$ cat src/rtl/ball_engine_pkg.sv
// Shared types and constants for the ball sprite engine: screen geometry, colours,
// engine states and the span-overlap helper used for the paddle hit test.
package ball_engine_pkg;

    localparam int SCREEN_W = 160;
    localparam int SCREEN_H = 120;

    localparam logic [2:0] COL_WHITE = 3'b111;
    localparam logic [2:0] COL_BLACK = 3'b000;

    typedef logic [2:0] colour_t;
    typedef logic [7:0] xpos_t;
    typedef logic [6:0] ypos_t;
    typedef logic [2:0] scan_idx_t;

    typedef enum logic [2:0] {
        ST_IDLE,
        ST_DRAW,
        ST_WAIT,
        ST_ERASE,
        ST_MOVE
    } state_t;

    // Inclusive spans [a_lo, a_lo+a_len-1] and [b_lo, b_lo+b_len-1]; 9-bit so the ends never wrap.
    function automatic logic spans_overlap(input logic [8:0] a_lo, input logic [8:0] a_len,
                                           input logic [8:0] b_lo, input logic [8:0] b_len);
        return (a_lo <= b_lo + b_len - 9'd1) && (b_lo <= a_lo + a_len - 9'd1);
    endfunction

endpackage

$ cat src/rtl/ball_engine_if.sv
// Plot requester port between the ball engine (master) and the shared VGA plot arbiter (slave).
interface ball_engine_if;
    import ball_engine_pkg::*;

    logic    plot_req;
    logic    plot_gnt;
    logic    plot;
    xpos_t   x_out;
    ypos_t   y_out;
    colour_t colour_out;

    modport master (
        output plot_req, plot, x_out, y_out, colour_out,
        input  plot_gnt
    );

    modport slave (
        input  plot_req, plot, x_out, y_out, colour_out,
        output plot_gnt
    );

endinterface

$ cat src/rtl/ball_engine_sprite_scan.sv
// Row-major W x H offset counter shared by the erase and draw passes; moves only on step.
module ball_engine_sprite_scan
    import ball_engine_pkg::*;
#(
    parameter int W = 4,
    parameter int H = 4
) (
    input  logic      clk,
    input  logic      reset,
    input  logic      clear,
    input  logic      step,
    output scan_idx_t col,
    output scan_idx_t row,
    output logic      last
);

    scan_idx_t col_q, col_d;
    scan_idx_t row_q, row_d;
    logic      col_end;
    logic      row_end;

    assign col_end = (col_q == scan_idx_t'(W - 1));
    assign row_end = (row_q == scan_idx_t'(H - 1));

    always_comb begin
        col_d = col_q;
        row_d = row_q;
        if (clear) begin
            col_d = '0;
            row_d = '0;
        end else if (step) begin
            if (col_end) begin
                col_d = '0;
                row_d = row_end ? '0 : row_q + scan_idx_t'(1);
            end else begin
                col_d = col_q + scan_idx_t'(1);
            end
        end
    end

    always_ff @(posedge clk) begin
        if (reset) begin
            col_q <= '0;
            row_q <= '0;
        end else begin
            col_q <= col_d;
            row_q <= row_d;
        end
    end

    assign col  = col_q;
    assign row  = row_q;
    assign last = col_end && row_end;

endmodule

$ cat src/rtl/ball_engine.sv
// Ball sprite engine: per-frame ERASE -> MOVE -> DRAW with wall/paddle bounces, driving one
// requester of the shared VGA plot arbiter. Pixels are emitted only on granted cycles.
module ball_engine
    import ball_engine_pkg::*;
#(
    parameter int      BALL_W      = 4,
    parameter int      BALL_H      = 4,
    parameter int      X_MIN       = 0,
    parameter int      X_MAX       = SCREEN_W - 1,
    parameter int      Y_MIN       = 0,
    parameter int      Y_MAX       = SCREEN_H - 1,
    parameter int      DX          = 1,
    parameter int      DY          = 1,
    parameter int      X_INIT      = 50,
    parameter int      Y_INIT      = 60,
    parameter int      FRAME_TICKS = 833333,
    parameter int      PADDLE_W    = 16,
    parameter colour_t BALL_COL    = COL_WHITE,
    parameter colour_t BG_COL      = COL_BLACK
) (
    input  logic                 clk,
    input  logic                 reset,
    input  logic                 start,
    input  logic                 pause,
    input  logic [7:0]           paddle_x,
    ball_engine_if.master        plot_if,
    output logic                 frame_done,
    output logic                 hit,
    output logic                 miss,
    output logic                 busy
);

    localparam int XR      = X_MAX - BALL_W + 1;
    localparam int YB      = Y_MAX - BALL_H + 1;
    localparam int TIMER_W = (FRAME_TICKS > 1) ? $clog2(FRAME_TICKS) : 1;

    state_t               state_q, state_d;
    xpos_t                ball_x_q, ball_x_d;
    ypos_t                ball_y_q, ball_y_d;
    logic                 dir_x_neg_q, dir_x_neg_d;
    logic                 dir_y_neg_q, dir_y_neg_d;
    logic [TIMER_W-1:0]   timer_q, timer_d;
    logic                 plot_req_q, plot_req_d;
    logic                 busy_q, busy_d;
    colour_t              colour_q, colour_d;

    scan_idx_t            scan_col;
    scan_idx_t            scan_row;
    logic                 scan_last;
    logic                 scan_step;
    logic                 scan_clear;
    logic                 at_bottom;
    logic                 paddle_overlap;

    // Counter is held at zero outside the scan states, so it always enters ERASE/DRAW cleared.
    assign scan_step  = plot_req_q & plot_if.plot_gnt;
    assign scan_clear = ~plot_req_q;

    ball_engine_sprite_scan #(
        .W (BALL_W),
        .H (BALL_H)
    ) u_scan (
        .clk   (clk),
        .reset (reset),
        .clear (scan_clear),
        .step  (scan_step),
        .col   (scan_col),
        .row   (scan_row),
        .last  (scan_last)
    );

    assign at_bottom      = !dir_y_neg_q && ({2'b00, ball_y_q} + 9'(DY) >= 9'(YB));
    assign paddle_overlap = spans_overlap({1'b0, ball_x_q}, 9'(BALL_W),
                                          {1'b0, paddle_x}, 9'(PADDLE_W));

    always_comb begin
        state_d     = state_q;
        ball_x_d    = ball_x_q;
        ball_y_d    = ball_y_q;
        dir_x_neg_d = dir_x_neg_q;
        dir_y_neg_d = dir_y_neg_q;
        timer_d     = timer_q;

        case (state_q)
            ST_IDLE: begin
                if (start) state_d = ST_DRAW;
            end
            ST_DRAW: begin
                if (scan_step && scan_last) begin
                    state_d = ST_WAIT;
                    timer_d = '0;
                end
            end
            ST_WAIT: begin
                if (!pause) begin
                    if (timer_q == TIMER_W'(FRAME_TICKS - 1)) state_d = ST_ERASE;
                    else                                      timer_d = timer_q + TIMER_W'(1);
                end
            end
            ST_ERASE: begin
                if (scan_step && scan_last) state_d = ST_MOVE;
            end
            ST_MOVE: begin
                state_d = ST_DRAW;
                if (!dir_x_neg_q) begin
                    if ({1'b0, ball_x_q} + 9'(DX) >= 9'(XR)) begin
                        ball_x_d    = xpos_t'(XR);
                        dir_x_neg_d = 1'b1;
                    end else begin
                        ball_x_d    = ball_x_q + xpos_t'(DX);
                    end
                end else if ({1'b0, ball_x_q} < 9'(X_MIN + DX)) begin
                    ball_x_d    = xpos_t'(X_MIN);
                    dir_x_neg_d = 1'b0;
                end else begin
                    ball_x_d    = ball_x_q - xpos_t'(DX);
                end

                // Both axes resolve in this one cycle; a miss overrides the x result with a respawn.
                if (at_bottom) begin
                    if (paddle_overlap) begin
                        ball_y_d    = ypos_t'(YB);
                        dir_y_neg_d = 1'b1;
                    end else begin
                        ball_x_d    = xpos_t'(X_INIT);
                        ball_y_d    = ypos_t'(Y_INIT);
                        dir_x_neg_d = 1'b0;
                        dir_y_neg_d = 1'b0;
                    end
                end else if (!dir_y_neg_q) begin
                    ball_y_d    = ball_y_q + ypos_t'(DY);
                end else if ({2'b00, ball_y_q} < 9'(Y_MIN + DY)) begin
                    ball_y_d    = ypos_t'(Y_MIN);
                    dir_y_neg_d = 1'b0;
                end else begin
                    ball_y_d    = ball_y_q - ypos_t'(DY);
                end
            end
            default: state_d = ST_IDLE;
        endcase

        plot_req_d = (state_d == ST_ERASE) || (state_d == ST_DRAW);
        busy_d     = !((state_d == ST_IDLE) || (state_d == ST_WAIT));
        colour_d   = (state_d == ST_DRAW) ? BALL_COL : BG_COL;
    end

    always_ff @(posedge clk) begin
        if (reset) begin
            state_q     <= ST_IDLE;
            ball_x_q    <= xpos_t'(X_INIT);
            ball_y_q    <= ypos_t'(Y_INIT);
            dir_x_neg_q <= 1'b0;
            dir_y_neg_q <= 1'b0;
            timer_q     <= '0;
            plot_req_q  <= 1'b0;
            busy_q      <= 1'b0;
            colour_q    <= BG_COL;
        end else begin
            state_q     <= state_d;
            ball_x_q    <= ball_x_d;
            ball_y_q    <= ball_y_d;
            dir_x_neg_q <= dir_x_neg_d;
            dir_y_neg_q <= dir_y_neg_d;
            timer_q     <= timer_d;
            plot_req_q  <= plot_req_d;
            busy_q      <= busy_d;
            colour_q    <= colour_d;
        end
    end

    assign plot_if.plot_req   = plot_req_q;
    assign plot_if.plot       = scan_step;
    assign plot_if.x_out      = ball_x_q + {5'b00000, scan_col};
    assign plot_if.y_out      = ball_y_q + {4'b0000, scan_row};
    assign plot_if.colour_out = colour_q;

    assign frame_done = (state_q == ST_DRAW) && scan_step && scan_last;
    assign hit        = (state_q == ST_MOVE) && at_bottom && paddle_overlap;
    assign miss       = (state_q == ST_MOVE) && at_bottom && !paddle_overlap;
    assign busy       = busy_q;

endmodule

$ cat src/flat_wrapper.sv
// flat-port wrapper written by rule: the top's interface ports become plain ports
module ball_engine_flat import ball_engine_pkg::*;
#(
    parameter int      BALL_W      = 4,
    parameter int      BALL_H      = 4,
    parameter int      X_MIN       = 0,
    parameter int      X_MAX       = SCREEN_W - 1,
    parameter int      Y_MIN       = 0,
    parameter int      Y_MAX       = SCREEN_H - 1,
    parameter int      DX          = 1,
    parameter int      DY          = 1,
    parameter int      X_INIT      = 50,
    parameter int      Y_INIT      = 60,
    parameter int      FRAME_TICKS = 833333,
    parameter int      PADDLE_W    = 16,
    parameter colour_t BALL_COL    = COL_WHITE,
    parameter colour_t BG_COL      = COL_BLACK
)
  (clk, reset, start, pause, paddle_x, frame_done, hit, miss, busy, plot_if_plot_req, plot_if_plot, plot_if_x_out, plot_if_y_out, plot_if_colour_out, plot_if_plot_gnt);
  ball_engine_if plot_if_i ();
  input  logic clk;
  input  logic reset;
  input  logic start;
  input  logic pause;
  input  logic [7:0] paddle_x;
  output logic frame_done;
  output logic hit;
  output logic miss;
  output logic busy;
  output wire logic [$bits(plot_if_i.plot_req)-1:0] plot_if_plot_req;
  output wire logic [$bits(plot_if_i.plot)-1:0] plot_if_plot;
  output wire logic [$bits(plot_if_i.x_out)-1:0] plot_if_x_out;
  output wire logic [$bits(plot_if_i.y_out)-1:0] plot_if_y_out;
  output wire logic [$bits(plot_if_i.colour_out)-1:0] plot_if_colour_out;
  input wire logic [$bits(plot_if_i.plot_gnt)-1:0] plot_if_plot_gnt;
  assign plot_if_plot_req = plot_if_i.plot_req;
  assign plot_if_plot = plot_if_i.plot;
  assign plot_if_x_out = plot_if_i.x_out;
  assign plot_if_y_out = plot_if_i.y_out;
  assign plot_if_colour_out = plot_if_i.colour_out;
  assign plot_if_i.plot_gnt = plot_if_plot_gnt;
  ball_engine #(.BALL_W(BALL_W), .BALL_H(BALL_H), .X_MIN(X_MIN), .X_MAX(X_MAX), .Y_MIN(Y_MIN), .Y_MAX(Y_MAX), .DX(DX), .DY(DY), .X_INIT(X_INIT), .Y_INIT(Y_INIT), .FRAME_TICKS(FRAME_TICKS), .PADDLE_W(PADDLE_W), .BALL_COL(BALL_COL), .BG_COL(BG_COL)) u_core (.clk(clk), .reset(reset), .start(start), .pause(pause), .paddle_x(paddle_x), .plot_if(plot_if_i), .frame_done(frame_done), .hit(hit), .miss(miss), .busy(busy));
endmodule
$ cat config.mk
export PLATFORM = sky130hd
export DESIGN_NAME = ball_engine_flat
export DESIGN_NICKNAME = d
export VERILOG_FILES = /design/src/rtl/ball_engine_pkg.sv /design/src/rtl/ball_engine_if.sv /design/src/rtl/ball_engine_sprite_scan.sv /design/src/rtl/ball_engine.sv /design/src/flat_wrapper.sv
export SDC_FILE = /design/constraint.sdc
export NUM_CORES = 1
export LEC_CHECK = 0
export BUFFER_PORTS_ARGS = -buffer_cell sky130_fd_sc_hd__clkbuf_2
export CORE_AREA = 8 8 111 123
export CTS_CLUSTER_DIAMETER = 100
export DETAILED_ROUTE_END_ITERATION = 12
export DIE_AREA = 0 0 119 131
export GPL_TIMING_DRIVEN = 0
export REMOVE_ABC_BUFFERS = 1
export SLEW_MARGIN = 5
export SYNTH_ARGS = -nofsm -noshare
export SYNTH_HDL_FRONTEND = slang
export SYNTH_SLANG_ARGS = --single-unit
$ cat constraint.sdc
create_clock -name clk -period 2.5 [get_ports clk]
set_input_delay 0.25 -clock clk [delete_from_list [all_inputs] [get_ports clk]]
set_output_delay 0.25 -clock clk [all_outputs]
set_load 0.02 [all_outputs]
# --- After elaboration in Yosys (flattened, before gate mapping) ---
# Index checks and enable logic that the tools add are counted.
totals:
  word_cells: 98
  rom_bits: 0
  ramBits: 0
  reg_bits: 51
  output_inout_bits: 24
  latch_bits: 0
  memories: 0
classes:
  div: 0
  n_eq_ne: 13
  shift: 0
  addsub: 15
  muxes: 31
  n_reduce_logical: 20
  n_bitwise: 2
  order_cmp: 6
  multipliers: 0
ops:
  columns: ["cell", "count"]
  rows:
  - ["$mux W20", 3]
  - ["$mux W8", 5]
  - ["$pmux W20 S2", 1]
  - ["$mux W7", 4]
  - ["$mux W3", 8]
  - ["$add A20 B1 Y20 const B", 1]
  - ["$eq A20 B20 Y1 const B", 1]
  - ["$eq A3 B2 Y1 const B", 6]
  - ["$le A8 B9 Y1", 2]
  - ["$sub A9 B1 Y9 const B", 2]
  - ["$pmux W3 S5", 1]
  - ["$add A8 B1 Y9 const B", 1]
  - ["$add A8 B3 Y9 const B", 1]
  - ["$add A8 B5 Y9 const B", 1]
  - ["$ge A9 B7 Y1 const B", 1]
  - ["$ge A9 B8 Y1 const B", 1]
  - ["$logic_and A1 B1 Y1", 9]
  - ["$mux W1", 9]
  - ["$add A7 B1 Y8 const B", 1]
  - ["$add A8 B1 Y8 const B", 1]
  - ["$add A8 B3 Y8", 1]
  - ["$lt A8 B1 Y1 const B", 1]
  - ["$sub A8 B1 Y8 const B", 1]
  - ["$add A7 B1 Y7 const B", 1]
  - ["17 further kinds", 24]

# --- Depth between registers and ports, before layout ---
depth:
  ltp_word: 8
  ltp_mapped: 12
  ltp_nobuf: 11

# --- Hierarchy ---
# From an unflattened synthesis, not the netlist that was laid out.
hier_totals:
  hier_cells: 508
  hier_area_um2: 3965.1
by_module_without_submodules:
  columns: ["mod", "instances", "cells_each", "seq_area_each_um2", "area_per_inst_um2"]
  rows:
  - ["ball_engine", 1, 480, 860.8, 3692.3]
  - ["ball_engine_sprite_scan", 1, 28, 120.1, 272.8]

# --- Worst setup path after synthesis ---
# No wires, ideal clock.
synth_path:
  kind: "register to register"
  from: "register u_core.ball_x_q[0]"
  to: "register u_core.dir_y_neg_q"
  slack_ns: -0.508
  n_path_buf: 1
  arrival_time_ns: 2.949
  stages_incl_launch_ff: 13
  required_time_ns: 2.440
  synth_period_minus_slack_ns: 3.008
  cell_sequence: "dfxtp_1 > clkbuf_1 > inv_1 > ha_1 > nor3_1 > xnor2_1 > ha_1 > a22oi_1 > o211ai_1 > o2111ai_1 > o31ai_1 > nor3_1 > o21a_1"
synth_between:
  elab_chain_len: 6
  word_cells_on_any_way: 7
  cone_classes: "add/sub (2); order compare (2); mux (2); reduce/logical (1)"
synth_rtl:
  columns: ["element", "line_no", "rtl"]
  rows:
  - ["start: declaration", "ball_engine.sv:38", "xpos_t ball_x_q, ball_x_d;"]
  - ["start signal: assignment", "ball_engine.sv:150", "ball_x_q <= xpos_t'(X_INIT);"]
  - ["start signal: assignment", "ball_engine.sv:160", "ball_x_q <= ball_x_d;"]
  - ["$add A8 B3 Y9", "ball_engine_pkg.sv:27", "return (a_lo <= b_lo + b_len - 9'd1) && (b_lo <= a_lo + a_len - 9'd1);"]
  - ["$sub A9 B1 Y9", "ball_engine_pkg.sv:27", null]
  - ["$le A8 B9 Y1", "ball_engine_pkg.sv:27", null]
  - ["$logic_and A1 B1 Y1 *", "ball_engine_pkg.sv:27", null]
  - ["$mux W1 *", "ball_engine.sv:121", "if (paddle_overlap) begin"]
  - ["$mux W1 *", "ball_engine.sv:120", "if (at_bottom) begin"]
  - ["end signal: assignment", "ball_engine.sv:163", "dir_y_neg_q <= dir_y_neg_d;"]
  - ["end: declaration", "ball_engine.sv:41", "logic dir_y_neg_q, dir_y_neg_d;"]
# Mark *: on every way between the ends. The rest lies on a longest branch, timed or not.
# A chain may end at the register's enable or synchronous reset.

# --- Worst setup path after layout ---
layout_path:
  from: "register u_core.ball_x_q[1]"
  to: "output hit"
layout_between:
  elab_chain_len: 5
  word_cells_on_any_way: 6
  cone_classes: "add/sub (2); order compare (2); reduce/logical (2)"
layout_rtl:
  columns: ["element", "line_no", "rtl"]
  rows:
  - ["$add A8 B3 Y9", "ball_engine_pkg.sv:27", null]
  - ["$sub A9 B1 Y9", "ball_engine_pkg.sv:27", null]
  - ["$le A8 B9 Y1", "ball_engine_pkg.sv:27", null]
  - ["$logic_and A1 B1 Y1 *", "ball_engine_pkg.sv:27", null]
  - ["$logic_and A1 B1 Y1 *", "ball_engine.sv:178", "assign hit = (state_q == ST_MOVE) && at_bottom && paddle_overlap;"]
  - ["end: declaration", "flat_wrapper.sv:27", "output logic hit;"]
# Marked as above.

==> metrics.txt <==
Pwr per Cell Area=361.8 mW/mm2; Post-Syn Area=0.003948 mm2; worst path cell trace=inv_6 -> ha_4 -> nor3_4 -> xnor2_2 -> ha_4 -> a22oi_2 -> o211ai_1 -> o2111ai_2 -> o31ai_4 -> nor3_4 -> buf_6; Overflow after GRT=0; share of layout cells above drive strength 1=approximately 22%; Mapped Cells=508; Iter 0 DRT Violations=between 200 and 250; CP Capture Type=output port; post-synthesis simple-gate area fraction=30.55%; top cell type's share of synthesized area=24.85%; drt via density=5.532; CTS Buf Count=5; P&R area growth vs syn=21.71%; Adder-Cell Fraction of Synth Area=a little over a tenth; drt drc=0; max_cap viols=0; first-pass GRT wire length=17.73 mm; Yosys reg bits=between 40 and 50; Hold Path Class=primary input to flip-flop; Hold WS=0.2907 ns; Slew HR=40.28%; failing checks=negative setup slack; top_reg_cell synth=dfxtp_1; Die Y=131 um; Die W=119 um; Routed Antenna Nets=0; Yosys cell types=68; Async SR Flop Fraction=0%; Fin Setup TNS=-2.243 ns; Setup WS post-layout=-0.3785 ns; floorplan row count=42; initial antenna violation count=0; Hold-fix buffers, CTS=0; count leader, synth=nand2_1; total power=1.738 mW; largest net degree at the start of global routing=19; fin crit share=115.1%; Synth Area per Inst=slightly below 8 um2; endpoints failing setup=11; multiplexer share of the synthesized area=0.7607%; status=complete, but fails checks; Design Area, Final=0.004805 mm2; post-synth top area cell=dfxtp_1; Final Hold Viols=0; Top Family by Delay on Critical Path=compound AO/OA/AOI/OAI gates; Area after DPL=0.004210 mm2; CTS tree=yes; minimum clock period=2.878 ns; # diodes=0; crit path DAT=2.63 ns; synth top area cells=dfxtp_1 25%, ha_1 9.5%, xnor2_1 8.0%; YS warnings=0; RSZ-0062 raised after global routing=true; via count=about 3900; XOR/XNOR Fraction of Synth Area=a little under an eighth; Tot GR Track Use=13.58%; EDFF count, synth=0; Buffers on Ports=36; Clock Root Buffer=clkbuf_16; Slew @ Worst Pin=0.8924 ns; FMAX=~0.35 GHz; worst path required time=2.25 ns; Post-synth top cells=57 x nand2_1, 49 x dfxtp_1, 49 x nor2_1, 36 x xnor2_1, 30 x ha_1; drt total wl=10.82 mm; Nets=601; post-synthesis sequential area ratio=about 25%; effective utilization at floorplan=about 34%; Synth Area in Compound Gates=17.31%; Final HPWL DP=7.542 mm; CP max stage delay=0.38 ns; critical path class=flip-flop to output port; H-tree depth=2; Max Root-Sink Buffers=2; vias in the first global route=3700; critical path buffer and inverter count=2; crit-path max FO=5; Clk pin slew, worst setup/hold paths=around 0.070 ns; # IOs=37; largest family of logic cells by synthesized area=simple AND/OR/NAND/NOR gates; Slew Limit Fails=0; Slowest-stage cell, CP=dfxtp_4; die area=around 0.016 mm2; Core ar.=0.01172 mm2; DR pass1 iterations=5; Worst-Skew Late Latency=just under 0.3 ns; FF-to-FF setup slack=-0.19 ns; WL per Instance=15.22 um; Setup Skew=0.006217 ns; peak supply drop=0.0002747 V; routability cong.=0.8271; Startpoint Class=flip-flop; LEAKAGE=1.781 nW; clock sinks=49; post-layout util=41.00%
-- tightest hold or removal path, stage by stage --
cell,delay (ns)
clkbuf_2,0.07
o21ai_0,0.08
a21oi_1,0.14
-- layout by cell type (no fill, tap or decap), types with 5 or more instances in the layout --
cell type and n:
nand2b_1 5, xor2_1 15, clkbuf_16 5, and3_1 5, xnor2_1 35, nand2_1 57, a21oi_1 23, or3_1 7
ha_1 27, dfxtp_4 8, inv_1 16, buf_4 30, clkbuf_2 33, nor3_1 17, o21ai_1 5, nand3_1 18
and2_1 5, nor4_1 13, nand4_1 13, nor2_1 49, o211ai_1 7, o21ai_0 19, dfxtp_1 38
-- cell families (layout without fill, tap and decap cells) --
| group | after synthesis | count (layout) |
|---|---|---|
| adders and majority gates | 32 | 32 |
| and+or+nand+nor | 228 | 228 |
| muxes | 3 | 3 |
| buffers and inverters | 45 | 94 |
| AOI/OAI and AO/OA | 100 | 100 |
| xor gates and xnor gates | 51 | 51 |
| DFF | 49 | 49 |
-- flip-flops by register name, summed over array words and instances (netlist names) --
signal,count
u_core.u_scan.row,3
u_core.plot_if.colour_out,1
u_core.u_scan.col,3
u_core.plot_if.plot_req,1
u_core.dir_x_neg_q,1
u_core.ball_x_q,8
u_core.ball_y_q,7
u_core.state_q,3
u_core.busy,1
u_core.dir_y_neg_q,1
u_core.timer_q,20
-- final cells by class --
cell class	count	area, um2
clock buffer	5	125.1
clock inverter	3	28.78
fill	1175	6914
inverter	20	86.33
multi-input combinational	414	2924
sequential	49	1015
tap	154	192.7
timing repair buffer	66	432.9
-- timing repair --
| item | in CTS | in global routing |
|---|---|---|
| setup endpoints to repair | 20 | 34 |
| pin swaps | 10 | 12 |
| setup buffers | 21 | 9 |
| resized for setup | 36 | 27 |
-- metal layers --
layer	share of wire, %	up-vias	track usage, %
met2	50	102	23.85
met4	1.6	0	3.425
met5	0	-	0
met3	5.3	17	2.621
li1	-	1934	-
met1	43	1880	16.70
-- worst paths after layout --
kind / from / cells after the start / end
worst min register to register: u_core.u_scan.col[2] / 2 / u_core.u_scan.col[2]
worst min-delay path: start / 3 / u_core.state_q[0]
worst max-delay path: u_core.ball_x_q[1] / 11 / hit
worst max register to register: u_core.ball_x_q[1] / 13 / u_core.dir_x_neg_q
-- stage by stage --
| stage | cells | worst slack (ns) |
|---|---|---|
| 3_5_place_dp | 673 | -0.9844 |
| 3_3_place_gp | 673 | -0.9113 |
| 2_1_floorplan | 483 | -0.3973 |
| 5_1_grt | 711 | -0.5096 |
| 4_1_cts | 702 | -0.4406 |
| 6_report | 711 | -0.3785 |
-- report_power, final --
group	leakage, nW	switching (mW)	total, mW	internal [mW]
logic	1.31	0.133	0.234	0.101
clock network	0.0763	0.324	0.708	0.384
registers	0.400	0.0139	0.796	0.783
total	1.78	0.471	1.74	1.27
No activity file was read; power rests on OpenSTA's default activity.
